$ cat src/rtl/speed_profile_pkg.sv
// Shared types for the rate-select profile controller.
// State encoding doubles as the externally visible state code.
package speed_profile_pkg;

    localparam int SEL_W = 3;

    typedef enum logic [1:0] {
        ST_IDLE    = 2'd0,
        ST_RAMP_UP = 2'd1,
        ST_CRUISE  = 2'd2,
        ST_RAMP_DN = 2'd3
    } state_t;

endpackage

$ cat src/rtl/speed_profile_ctrl_rate_tick_gen.sv
// Free-running prescaler with a select-indexed, registered tick enable.
// The counter is never realigned, so the first period after a select change may be short.
module rate_tick_gen #(
    parameter int DIV_W    = 26,
    parameter int BASE_BIT = 25,
    parameter int SEL_W    = 3
) (
    input  logic             CLK_50,
    input  logic             reset,
    input  logic [SEL_W-1:0] freq_sel,
    output logic             tick
);

    localparam int SH_W = $clog2(DIV_W + 1);

    logic [DIV_W-1:0] cnt_q;
    logic [DIV_W-1:0] mask;
    logic [SH_W-1:0]  span;

    // mask covers bits [BASE_BIT-freq_sel:0]
    always_comb begin
        span = SH_W'(BASE_BIT + 1) - SH_W'(freq_sel);
        mask = ~({DIV_W{1'b1}} << span);
    end

    always_ff @(posedge CLK_50 or posedge reset) begin
        if (reset) begin
            cnt_q <= '0;
            tick  <= 1'b0;
        end else begin
            cnt_q <= cnt_q + 1'b1;
            tick  <= (cnt_q & mask) == mask;
        end
    end

endmodule

$ cat src/rtl/speed_profile_ctrl.sv
// Rate-select sequencer: manual stepping in IDLE, automatic ramp/cruise/ramp
// profile on start, early ramp-down on stop.
module speed_profile_ctrl
    import speed_profile_pkg::*;
#(
    parameter int DIV_W        = 26,
    parameter int BASE_BIT     = 25,
    parameter int MAX_SEL      = 5,
    parameter int DWELL_TICKS  = 4,
    parameter int CRUISE_TICKS = 8
) (
    input  logic       CLK_50,
    input  logic       reset,
    input  logic       start,
    input  logic       stop,
    input  logic       step_up,
    input  logic       step_dn,
    output logic [2:0] freq_sel,
    output logic       tick,
    output logic       busy,
    output logic       done,
    output logic [1:0] state
);

    localparam int MAX_DW = (DWELL_TICKS > CRUISE_TICKS) ? DWELL_TICKS : CRUISE_TICKS;
    localparam int DW_W   = (MAX_DW > 1) ? $clog2(MAX_DW) : 1;

    localparam logic [DW_W-1:0]  DWELL_LAST  = DW_W'(DWELL_TICKS - 1);
    localparam logic [DW_W-1:0]  CRUISE_LAST = DW_W'(CRUISE_TICKS - 1);
    localparam logic [SEL_W-1:0] SEL_MAX     = SEL_W'(MAX_SEL);
    localparam logic [SEL_W-1:0] SEL_PRE     = SEL_W'(MAX_SEL - 1);

    state_t           st_q, st_d;
    logic [DW_W-1:0]  dwell_q, dwell_d;
    logic [SEL_W-1:0] sel_q, sel_d;
    logic             done_q, done_d;

    rate_tick_gen #(
        .DIV_W   (DIV_W),
        .BASE_BIT(BASE_BIT),
        .SEL_W   (SEL_W)
    ) u_tick (
        .CLK_50  (CLK_50),
        .reset   (reset),
        .freq_sel(sel_q),
        .tick    (tick)
    );

    always_ff @(posedge CLK_50 or posedge reset) begin
        if (reset) begin
            st_q    <= ST_IDLE;
            dwell_q <= '0;
            sel_q   <= '0;
            done_q  <= 1'b0;
        end else begin
            st_q    <= st_d;
            dwell_q <= dwell_d;
            sel_q   <= sel_d;
            done_q  <= done_d;
        end
    end

    always_comb begin
        st_d    = st_q;
        dwell_d = dwell_q;
        sel_d   = sel_q;
        done_d  = 1'b0;
        unique case (st_q)
            ST_IDLE: begin
                if (start && !stop) begin
                    st_d    = ST_RAMP_UP;
                    dwell_d = '0;
                end else if (step_up && !step_dn) begin
                    if (sel_q != SEL_MAX) sel_d = sel_q + 1'b1;
                end else if (step_dn && !step_up) begin
                    if (sel_q != '0) sel_d = sel_q - 1'b1;
                end
            end
            ST_RAMP_UP: begin
                if (stop) begin
                    st_d    = ST_RAMP_DN;
                    dwell_d = '0;
                end else if (sel_q == SEL_MAX) begin
                    st_d    = ST_CRUISE;
                    dwell_d = '0;
                end else if (tick) begin
                    if (dwell_q == DWELL_LAST) begin
                        dwell_d = '0;
                        sel_d   = sel_q + 1'b1;
                        if (sel_q == SEL_PRE) st_d = ST_CRUISE;
                    end else begin
                        dwell_d = dwell_q + 1'b1;
                    end
                end
            end
            ST_CRUISE: begin
                if (stop) begin
                    st_d    = ST_RAMP_DN;
                    dwell_d = '0;
                end else if (tick) begin
                    if (dwell_q == CRUISE_LAST) begin
                        dwell_d = '0;
                        st_d    = ST_RAMP_DN;
                    end else begin
                        dwell_d = dwell_q + 1'b1;
                    end
                end
            end
            ST_RAMP_DN: begin
                if (tick) begin
                    if (dwell_q == DWELL_LAST) begin
                        dwell_d = '0;
                        if (sel_q == '0) begin
                            st_d   = ST_IDLE;
                            done_d = 1'b1;
                        end else begin
                            sel_d = sel_q - 1'b1;
                        end
                    end else begin
                        dwell_d = dwell_q + 1'b1;
                    end
                end
            end
            default: st_d = ST_IDLE;
        endcase
    end

    assign freq_sel = sel_q;
    assign busy     = (st_q != ST_IDLE);
    assign done     = done_q;
    assign state    = st_q;

endmodule

$ cat config.mk
export PLATFORM = sky130hd
export DESIGN_NAME = speed_profile_ctrl
export DESIGN_NICKNAME = d
export VERILOG_FILES = /design/src/rtl/speed_profile_pkg.sv /design/src/rtl/speed_profile_ctrl_rate_tick_gen.sv /design/src/rtl/speed_profile_ctrl.sv
export SDC_FILE = /design/constraint.sdc
export NUM_CORES = 1
export LEC_CHECK = 0
export CORE_AREA = 2 2 65 67
export CTS_CLUSTER_DIAMETER = 120
export CTS_CLUSTER_SIZE = 16
export DETAILED_ROUTE_END_ITERATION = 8
export DIE_AREA = 0 0 67 69
export HOLD_SLACK_MARGIN = 0.15
export PLACE_DENSITY = 0.75
export SLEW_MARGIN = 20
export SYNTH_ARGS = -nofsm -noshare
export SYNTH_HDL_FRONTEND = slang
export SYNTH_SLANG_ARGS = --single-unit
$ cat constraint.sdc
create_clock -name CLK_50 -period 3.5 [get_ports CLK_50]
set_input_delay 0.525 -clock CLK_50 [delete_from_list [all_inputs] [get_ports CLK_50]]
set_output_delay 0.525 -clock CLK_50 [all_outputs]
set_load 0.02 [all_outputs]
==> Yosys cells after proc, flatten, opt, wreduce, memory -nomap -nowiden <==
Cells that the tools add are included.
{ "totals": {"register_bits": 36, "out_inout_bits": 8} }
{ "classes": {"add_sub_neg": 5, "eq_ne": 27, "n_shift": 1, "muxes": 39, "n_bitwise": 2, "n_reduce_logical": 14} }
{ "ops": {"columns": ["operator", "n"], "rows": [
  ["$mux W3", 20],
  ["$add A26 B1 Y26 const B", 1],
  ["$and A26 B26 Y26", 1],
  ["$eq A26 B26 Y1", 1],
  ["$not A26 Y26", 1],
  ["$shl A26 B5 Y26 const A", 1],
  ["$mux W2", 12],
  ["$ne A2 B2 Y1 const B", 8],
  ["$ne A3 B3 Y1 const B", 5],
  ["$pmux W3 S4", 1],
  ["$reduce_and A12 Y1", 1],
  ["$eq A3 B3 Y1 const B", 3],
  ["$pmux W3 S3", 1],
  ["$reduce_and A9 Y1", 1],
  ["$ne A4 B4 Y1 const B", 2],
  ["$pmux W2 S4", 1],
  ["$add A3 B1 Y3 const B", 2],
  ["$reduce_bool A3 Y1", 2],
  ["$sub A4 B4 Y5 const A", 1],
  ["$eq A2 B2 Y1 const B", 2],
  ["$mux W1", 4],
  ["$ne A2 B1 Y1 const B", 2],
  ["$ne A4 B3 Y1 const B", 1],
  ["$eq A3 B2 Y1 const B", 1],
  ["9 further kinds", 13]
]} }

==> Longest topological paths before layout <==
Gate-level depths: netlist of run 1.
{ "logic_depth": {"ltp_word": 7, "ltp_mapped": 7, "mapped_depth_nobuf": 7} }

==> Hierarchy <==
From an unflattened synthesis of run 1, not the netlist that was laid out.
{ "hier_totals": {"cells_unflattened": 194, "hier_area_um2": 2057.0} }
{ "modules_own_cells": {"columns": ["mod", "n_inst", "cells_each", "area_each_um2", "seq_area_each_um2"], "rows": [
  ["rate_tick_gen", 1, 107, 1248.7, 675.6],
  ["speed_profile_ctrl", 1, 87, 808.3, 225.2]
]} }

==> Worst setup path before layout of run 1 <==
No wires, ideal clock.
{ "synth_path": {"kind": "reg-to-reg", "startpoint": "register sel_q[0], in the netlist freq_sel[0]", "endpoint": "register sel_q[2], in the netlist freq_sel[2]", "setup_ps": 127, "arrival_time_ps": 1827, "required_ps": 3373, "slack_ps": 1546, "path_stages_with_launch": 8, "synth_period_minus_slack_ps": 1954, "path_cell_list": "dfrtp_1 inv_1 ha_1 or3b_1 a41oi_1 a2111o_1 mux2i_1 nor2_1"} }
{ "synth_between": {"elab_chain_len": 6, "word_cells_on_any_way": 24} }
{ "synth_lines": {"columns": ["element", "line", "text"], "rows": [
  ["start, declared", "speed_profile_ctrl.sv:35", "logic [SEL_W-1:0] sel_q, sel_d;"],
  ["start signal, assigned", "speed_profile_ctrl.sv:58", "sel_q <= sel_d;"],
  ["$add A3 B1 Y3 or $sub A3 B1 Y3 (tied branches)", null, null],
  ["$mux W3, on equally long branches", "speed_profile_ctrl.sv:87, speed_profile_ctrl.sv:76", null],
  ["$mux W3, on equally long branches", "speed_profile_ctrl.sv:86, speed_profile_ctrl.sv:75", null],
  ["$mux W3, on equally long branches", "speed_profile_ctrl.sv:83, speed_profile_ctrl.sv:73", null],
  ["$mux W3, on equally long branches", "speed_profile_ctrl.sv:80, speed_profile_ctrl.sv:70", null],
  ["$pmux W3 S3", "speed_profile_ctrl.sv:68", "unique case (st_q)"]
]} }
Several ways; a longest one is shown, not always the timed one. The select of a mux whose other input is x is not followed.
A chain may end at the register's enable or synchronous reset.

==> Worst setup path after layout of run 1 <==
{ "layout_path": {"startpoint": "register st_q[0], in the netlist state[0]", "endpoint": "output busy"} }
{ "layout_between": {"elab_chain_len": 1} }
{ "layout_lines": {"columns": ["element", "line", "text"], "rows": [
  ["start, declared", "speed_profile_ctrl.sv:33", "state_t st_q, st_d;"],
  ["start signal, assigned", "speed_profile_ctrl.sv:56", "st_q <= st_d;"],
  ["$reduce_bool A2 Y1", "speed_profile_ctrl.sv:129", "assign busy = (st_q != ST_IDLE);"],
  ["end, declared", "speed_profile_ctrl.sv:20", "output logic busy,"]
]} }
No other way between the ends.

==> results of run 1 <==
## cell type report
cell class / instances / area share
inverters: 20 / 0.0323
well taps: 50 / 0.0269
flip-flops and latches: 36 / 0.388
repair buffers: 14 / 0.0592
clock buffers: 8 / 0.0388
multi-input cells: 144 / 0.455
## where the power goes
part / switching, mW / internal, mW / total (mW) / leakage, nW
combinational: 0.327 / 0.258 / 0.586 / 0.559
sequential: 0.0598 / 0.451 / 0.511 / 0.478
clock: 0.139 / 0.160 / 0.299 / 0.0455
## cells in the mapped netlist, types with 10 or more instances
master    n
ha_1     16
a21oi_1  12
nor2_1   10
xnor2_1  22
inv_1    20
dfrtp_1  36
nand3_1  15
nand2_1  14
## flip-flops by register name, summed over array words and instances (netlist names)
register,flops
dwell_q,3
u_tick.tick,1
state,2
u_tick.cnt_q,26
freq_sel,3
done,1
## routing by layer
| metal | vias up | part of all wire | GRT usage |
|---|---|---|---|
| met2 | 20 | 0.48 | 0.272 |
| li1 | 737 | - | - |
| met1 | 681 | 0.47 | 0.245 |
| met3 | 8 | 0.030 | 0.0359 |
| met5 | - | 0 | 0 |
| met4 | 0 | 0.018 | 0.0680 |
## worst max-delay path, delay by kind of cell, from the launching register on
kind	cells	cell delay, ns
buffers and inverters	3	0.86
adder cells (fa/ha/maj)	1	0.29
flip-flops	1	0.41
## metrics by stage
stage                     std cells  power (mW)  utilization  setup slack, ns  instance area [µm²]
after floorplan                 201       0.934            -             1.55                 2040
after global placement          264        1.09        0.571             1.12                 2230
after detailed placement        264        1.10        0.571             1.08                 2230
after CTS                       272        1.41        0.594             1.12                 2320
after global routing            272        1.50        0.594             1.04                 2320
final                           272        1.40        0.594             1.14                 2320
## how the worst max path moves through the flow
stage / from / to / slack, ns / depth (start not counted)
after CTS: state[0] / busy / 1.12 / 4
after floorplan: freq_sel[0] / freq_sel[2] / 1.55 / 7
after detailed placement: step_dn / freq_sel[2] / 1.08 / 8
final: state[0] / busy / 1.14 / 4
after global routing: state[0] / busy / 1.04 / 4
after global placement: step_dn / freq_sel[2] / 1.12 / 8
## cells by family (layout without fill, tap and decap cells)
kind of cell,count (synthesis),in the layout
xor gates and xnor gates,26,26
muxes,2,2
and+or+nand+nor,65,65
buffers and inverters,21,42
AOI/OAI and AO/OA,35,35
adders and majority gates,16,16
DFF,36,36
==> results.ini, run 1 <==
[run_status]
status=finished clean

[floorplanning]
num_io_pins=14
core_um2=3910
die_w_um=67
die_h_um=69
initial_core_util=0.521
dieArea_um2=4620
fp-row-count=23

[cells_and_area]
drive_above_1_share=0.0631
nets=243
seqCellArea_um2=901
syn2layout_area_growth_pct=14.0
multiInputGateArea_um2=1060
final_cell_mix=36 x dfrtp_1, 22 x xnor2_1, 20 x inv_1
mostFrequentLayoutCell=dfrtp_1
n_antenna_cell=0
fill_cells=348

[global_route]
antenna_found_initial=0
overflow=0
grt_max_degree=37
grt.total_usage=0.177
grt_first_pass_wirelength_um=6410
grt_pass1_vias=1446

[routing]
viasPerCell=5.32
wl_um=3540
drt-initial-drc-count=94
postRouteAntennaNets=0
via_count=1446
drcViolationCount=0
first_pass_iters=4
wl_per_cell_um=13.0

[sta]
fin_crit_sh=0.675
fin_skew_ns=0.00311
finalHoldViolCount=0
setup_viol=0
tightestPinTransition_ns=0.450
min_period_ns=2.36
fmax_ghz=0.423
maxSlewHeadroom=0.700
maxSlewViolCount=0
setup_tns_ns=0
holdWs_ns=0.465
rsz0062_at_grt=no

[synth]
synth-simple-area-share=0.182
synth_compound_area_frac=0.117
synth_top_family_by_area=simple AND/OR/NAND/NOR gates
ys_async_sr_fraction=1.00
ys_types=44
syn_avg_cell_area_um2=10.1
yosysTopAreaCell=dfrtp_1
synth_top_area_share=0.442
ys_top_cells_by_area=dfrtp_1 44%, ha_1 9.8%, xnor2_1 9.4%
syn_nets=223
netlist_area_um2=2040
synth-main-ff-cell=dfrtp_1
netlist_instances=201
ys_seq_area_frac=0.442
synthAdderAreaFrac=0.0982
synth_edf_count=0
muxShareOfSynthArea=0.0104
ys_ff_latch=36
synthXorXnorAreaFrac=0.112
yosys_warnings=0

[setup_path]
crit_type=reg2out
cp-end-kind=output pin
critical_path_peak_fanout=6
required_ns=2.97
start_kind=flop
r2r_end=state[0]
cp_slowest_cell=clkdlybuf4s50_1
reg2regPathDepth=7
critical_path_arrival_ns=1.84
rrSetupSlack_ns=1.50
timing.rr.start=state[0]
slowest_delay_ns=0.62
worst_path_most_repeated_cell=inv_1
path_cells=inv_1, ha_1, inv_1, clkdlybuf4s50_1

[cts]
cts_sinks=36
cts_setup_buffers=0
cts_hold_buffers=0
clockRootBuffer=clkbuf_8
cts_resized=0
clk_latency_ns=0.28
clock_path_buffers=2
tritoncts=yes
cts_buffers=5
htree_levels=2
cts.clk_slew.worst_paths_ns=0.07

[hold_path]
worstHoldPathType=reg2reg
min_path_cells=1
hold_start=u_tick.cnt_q[13]
min_to=u_tick.cnt_q[13]

[job]
cap_violations=0

[place]
io_buffers=13
place.gp.congestion=0.806
hpwlAfterDp_um=2590

[power]
p_leak_nw=1.08
peakVddDrop_mv=0.306
p_per_area_nw_per_um2=600

Note: power is estimated with default switching activity, not from simulation.
==> run 2: changes to the inputs <==
CORE_AREA = 2 2 66 68   (was 2 2 65 67)
DIE_AREA = 0 0 68 70   (was 0 0 67 69)
PLACE_DENSITY = 0.76   (was 0.75)
clock period = 2.1 ns   (was 3.5 ns; I/O delays follow)
==> results.ini, run 2 (same netlist as run 1, synthesis figures left out) <==
[global_route]
met3_usage=0.0386  ; +0.00276
antenna_found_initial=0  ; unchanged
met1_usage=0.224  ; -0.0209
busiest_layer=met2
grt.total_usage=0.170  ; -0.00720
grt_max_degree=37  ; unchanged
overflow=0  ; unchanged
grt_pass1_vias=1435  ; -0.76%
grt_first_pass_wirelength_um=6220  ; -2.9%
use_met2=0.262  ; -0.00959

[cells_and_area]
syn2layout_area_growth_pct=15.7
fill_cells=387  ; +11%
largest_reg_flops=26  ; unchanged
multiInputGateArea_um2=1060  ; unchanged
final_util=0.569  ; -0.0245
seqCellArea_um2=902  ; +0.14%
n_antenna_cell=0  ; unchanged
final_cell_mix=35 x dfrtp_1, 22 x xnor2_1, 19 x inv_1
nets=249  ; +2.5%
top_register=u_tick.cnt_q
mostFrequentLayoutCell=dfrtp_1
drive_above_1_share=0.0969  ; +0.0339

[setup_path]
required_ns=2.27  ; -0.70 ns
reg2regPathDepth=7  ; unchanged
timing.rr.start=freq_sel[1]
r2r_end=freq_sel[2]
rrSetupSlack_ns=0.13  ; -1.37 ns
start_kind=flop
cp-end-kind=flop
critical_path_arrival_ns=2.14  ; +0.30 ns
crit_type=reg2reg
critical_path_peak_fanout=8  ; +2

[sta]
min_period_ns=1.97
fmax_ghz=0.508
finalHoldViolCount=0  ; unchanged
holdWs_ns=0.427  ; -0.0376 ns
rsz0062_at_grt=no
maxSlewViolCount=0  ; unchanged
fin_crit_sh=0.938
tightestPinTransition_ns=0.451  ; +0.00128 ns
setup_viol=0  ; unchanged
maxSlewHeadroom=0.699  ; -0.000855
fin_skew_ns=0.00297  ; -0.000137 ns

[power]
p_leak_nw=1.10  ; +2.0%
peakVddDrop_mv=0.454  ; +48%
p_per_area_nw_per_um2=992  ; +65%

[job]
cap_violations=0  ; unchanged

[place]
place.gp.congestion=0.756  ; -6.2%
io_buffers=13  ; unchanged
hpwlAfterDp_um=2630  ; +1.6%

[routing]
drt-initial-drc-count=61  ; -35%
via_count=1495  ; +3.4%
first_pass_iters=5  ; +1
drcViolationCount=0  ; unchanged
wl_um=3530  ; -0.40%
postRouteAntennaNets=0  ; unchanged
wl_per_cell_um=12.6  ; -2.9%
viasPerCell=5.36  ; +0.79%

[cts]
htree_levels=2  ; unchanged
cts.clk_slew.worst_paths_ns=0.06  ; about the same
clk_latency_ns=0.28  ; about the same
clockRootBuffer=clkbuf_8
clock_path_buffers=2  ; unchanged
cts_sinks=36  ; unchanged
cts_buffers=5  ; unchanged
tritoncts=yes
cts_hold_buffers=0  ; unchanged

[run_status]
status=finished clean

[floorplanning]
num_io_pins=14  ; unchanged
dieArea_um2=4760  ; +3.0%
fp-row-count=24  ; +4.3%
initial_core_util=0.492  ; -0.0289
core_um2=4140  ; +5.9%
die_h_um=70  ; +1.4%
die_w_um=68  ; +1.5%

[hold_path]
worstHoldPathType=in2async

-- run 2: changes by cell type in the layout (fill, tap and decap cells not counted), sizes merged --
cell | before | now
clkinv | 0 | 1
clkbuf | 8 | 6
clkdlybuf4s50 | 13 | 12
buf | 1 | 7
dlygate4sd2 | 0 | 1
-- run 2: worst max path at each step --
stage	from	end	slack [ns]
3_5_place_dp	step_dn	freq_sel[2]	-0.12
3_3_place_gp	step_dn	freq_sel[2]	-0.05
4_1_cts	freq_sel[1]	freq_sel[2]	0.09
5_1_grt	freq_sel[1]	freq_sel[2]	0.0009
2_1_floorplan	freq_sel[0]	freq_sel[2]	0.15
6_report	freq_sel[1]	freq_sel[2]	0.13
-- run 2: through the flow --
stage	setup slack, ns	std cells	instance area (µm²)	setup TNS (ns)	power, mW
after floorplan	0.146	201	2040	0	1.56
after global placement	-0.0514	272	2280	-0.0514	1.88
after detailed placement	-0.116	272	2280	-0.146	1.91
after CTS	0.0867	279	2360	0	2.37
after global routing	0.000925	279	2360	0	2.54
final	0.130	279	2360	0	2.34
-- run 2: what timing repair did --
item	in CTS	in global routing
resized for setup	1	2
endpoints found under the setup margin	1	1
pin swaps	0	1
setup buffers	0	0
endpoints found under the hold margin	0	0
-- run 2: layout make-up --
cell class / count / area share
Multi-Input combinational cell: 144 / 0.449
Sequential cell: 36 / 0.382
Timing Repair Buffer: 20 / 0.0769
Inverter: 20 / 0.0318
Clock buffer: 6 / 0.0308
Tap cell: 52 / 0.0276
Clock inverter: 1 / 0.00212
-- run 2: power by group --
part	internal [mW]	switching, mW
Combinational	0.483	0.558
Sequential	0.754	0.0949
Clock	0.225	0.224
Total	1.46	0.877
-- run 2: metal layers --
| metal | vias to the layer above | wire length [µm] |
|---|---|---|
| li1 | 748 | - |
| met1 | 724 | 1670 |
| met2 | 18 | 1700 |
| met3 | 5 | 107 |
| met4 | 0 | 54 |
| met5 | - | 0 |
-- run 2: critical path, cell delays in order (launching register included) --
cell	delay, ns
dfrtp_2	0.46
inv_1	0.13
ha_1	0.19
or3b_1	0.35
a41oi_1	0.24
a2111o_1	0.22
mux2i_1	0.20
nor2_1	0.06
==> run 3: changes to the inputs <==
CORE_AREA = 10 10 74 76   (was 2 2 66 68)
DIE_AREA = 0 0 84 86   (was 0 0 68 70)
SLEW_MARGIN = not set   (was 20)
==> results.ini, run 3 (same netlist as run 1, synthesis figures left out) <==
[run_status]
status=finished clean

[cts]
cts.clk_slew.worst_paths_ns=0.07  ; about the same
clk_latency_ns=0.29  ; about the same
htree_levels=2  ; unchanged
cts_buffers=5  ; unchanged
clockRootBuffer=clkbuf_8
cts_hold_buffers=0  ; unchanged
cts_resized=1  ; unchanged
clock_path_buffers=2  ; unchanged
cts_sinks=36  ; unchanged
tritoncts=yes
cts_setup_buffers=0  ; unchanged

[global_route]
use_met2=0.183  ; -0.0789
met3_usage=0.0360  ; -0.00270
overflow=0  ; unchanged
busiest_layer=met2
antenna_found_initial=0  ; unchanged
grt_pass1_vias=1491  ; +3.9%
met1_usage=0.121  ; -0.103
grt_max_degree=37  ; unchanged
grt_first_pass_wirelength_um=6540  ; +5.1%
grt.total_usage=0.108  ; -0.0624

[cells_and_area]
final_cell_mix=36 x dfrtp_1, 22 x xnor2_1, 20 x inv_1
mostFrequentLayoutCell=dfrtp_1
multiInputGateArea_um2=1060  ; unchanged
fill_cells=347  ; -10%
top_register=u_tick.cnt_q
seqCellArea_um2=901  ; -0.14%
syn2layout_area_growth_pct=16.5
nets=250  ; +0.40%
n_antenna_cell=0  ; unchanged
largest_reg_flops=26  ; unchanged
drive_above_1_share=0.0917  ; -0.00521
final_area_um2=2380  ; +0.69%

[routing]
wl_per_cell_um=12.8  ; +0.85%
drcViolationCount=0  ; unchanged
drt-initial-drc-count=45  ; -26%
first_pass_iters=4  ; -1
wl_um=3560  ; +0.85%
postRouteAntennaNets=0  ; unchanged
viasPerCell=5.33  ; -0.47%
via_count=1488  ; -0.47%

[setup_path]
path_depth=7  ; unchanged
crit_type=reg2reg
rrSetupSlack_ns=0.14  ; about the same
crit_end=freq_sel[2]
required_ns=2.27  ; about the same
crit_buf_inv=1  ; unchanged
start_kind=flop
cpLargestDelayFamily=compound AO/OA/AOI/OAI gates
r2r_end=freq_sel[2]
critical_path_peak_fanout=5  ; -3
timing.rr.start=freq_sel[0]
reg2regPathDepth=7  ; unchanged
critical_path_arrival_ns=2.14  ; about the same
cp-startpoint=freq_sel[0]
cp-end-kind=flop
slowest_delay_ns=0.44  ; -0.02 ns
path_cells=inv_1, ha_1, or3b_1, a41oi_1, a2111o_1, mux2i_1, nor2_1
cp_slowest_cell=dfrtp_1

[sta]
finalHoldViolCount=0  ; unchanged
min_period_ns=1.96  ; -0.00528 ns
fin_skew_ns=0.00820  ; +0.00523 ns
tightestPinTransition_ns=0.439  ; -0.0118 ns
maxSlewViolCount=0  ; unchanged
maxSlewHeadroom=0.707  ; +0.00785
setup_viol=0  ; unchanged
holdWs_ns=0.429  ; +0.00153 ns
fin_crit_sh=0.936  ; -0.00252
rsz0062_at_grt=no
fmax_ghz=0.509  ; +0.27%

[floorplanning]
num_io_pins=14  ; unchanged
die_w_um=84  ; +24%
die_h_um=86  ; +23%
initial_core_util=0.514  ; +0.0214
fp-row-count=23  ; -4.2%
core_um2=3970  ; -4.2%
dieArea_um2=7220  ; +52%

[place]
place.gp.congestion=0.772  ; +2.1%
hpwlAfterDp_um=2710  ; +2.8%
placed_area_um2=2290  ; +0.22%
io_buffers=13  ; unchanged

[power]
peakVddDrop_mv=0.432  ; -5.0%
p_leak_nw=1.12  ; +1.1%
p_per_area_nw_per_um2=1000  ; +1.3%

[job]
cap_violations=0  ; unchanged

[hold_path]
worstHoldPathType=in2async

-- run 3: layout make-up --
type / count / area share
multi-input combinational: 144 / 0.445
sequential: 36 / 0.379
timing repair buffer: 21 / 0.0795
clock buffer: 8 / 0.0379
inverter: 20 / 0.0316
tap: 50 / 0.0263
-- run 3: how the worst min path moves through the flow --
stage                                start               end  slack, ns  cells after the start
after floorplan           u_tick.cnt_q[13]  u_tick.cnt_q[13]       0.44                      1
after detailed placement   u_tick.cnt_q[4]   u_tick.cnt_q[4]       0.46                      1
after global placement    u_tick.cnt_q[13]  u_tick.cnt_q[13]       0.46                      1
after CTS                            reset        dwell_q[0]       0.44                      3
after global routing                 reset       freq_sel[2]       0.49                      3
final                                reset        dwell_q[0]       0.43                      3
-- run 3: per-layer routing --
metal / wire, µm / share of wire
met5: 0 / 0
met2: 1730 / 0.49
met1: 1630 / 0.46
met3: 158 / 0.044
met4: 38 / 0.011
-- run 3: worst register-to-register path: cells and delay by family, from the launching register on --
kind                       cells  cell delay (ns)
DFF                            1             0.44
AOI/OAI and AO/OA              2             0.45
buffers and inverters          1             0.15
and+or+nand+nor                2             0.40
adders and majority gates      1             0.21
muxes                          1             0.20
-- run 3: per-stage QoR --
stage | instances | setup slack (ns) | setup TNS, ns | power [mW] | utilization
floorplan | 201 | 0.146 | 0 | 1.56 | -
global placement | 271 | -0.0499 | -0.0499 | 1.90 | 0.576
detailed placement | 271 | -0.0900 | -0.0900 | 1.92 | 0.576
CTS | 279 | 0.155 | 0 | 2.42 | 0.598
global route | 279 | 0.0289 | 0 | 2.59 | 0.598
finish | 279 | 0.135 | 0 | 2.39 | 0.598
-- run 3: report_power, final --
group | leakage (nW) | internal [mW] | total [mW] | switching, mW
clock network | 0.0455 | 0.267 | 0.493 | 0.226
logic | 0.592 | 0.495 | 1.06 | 0.568
registers | 0.478 | 0.752 | 0.831 | 0.0783
total | 1.11 | 1.51 | 2.39 | 0.872
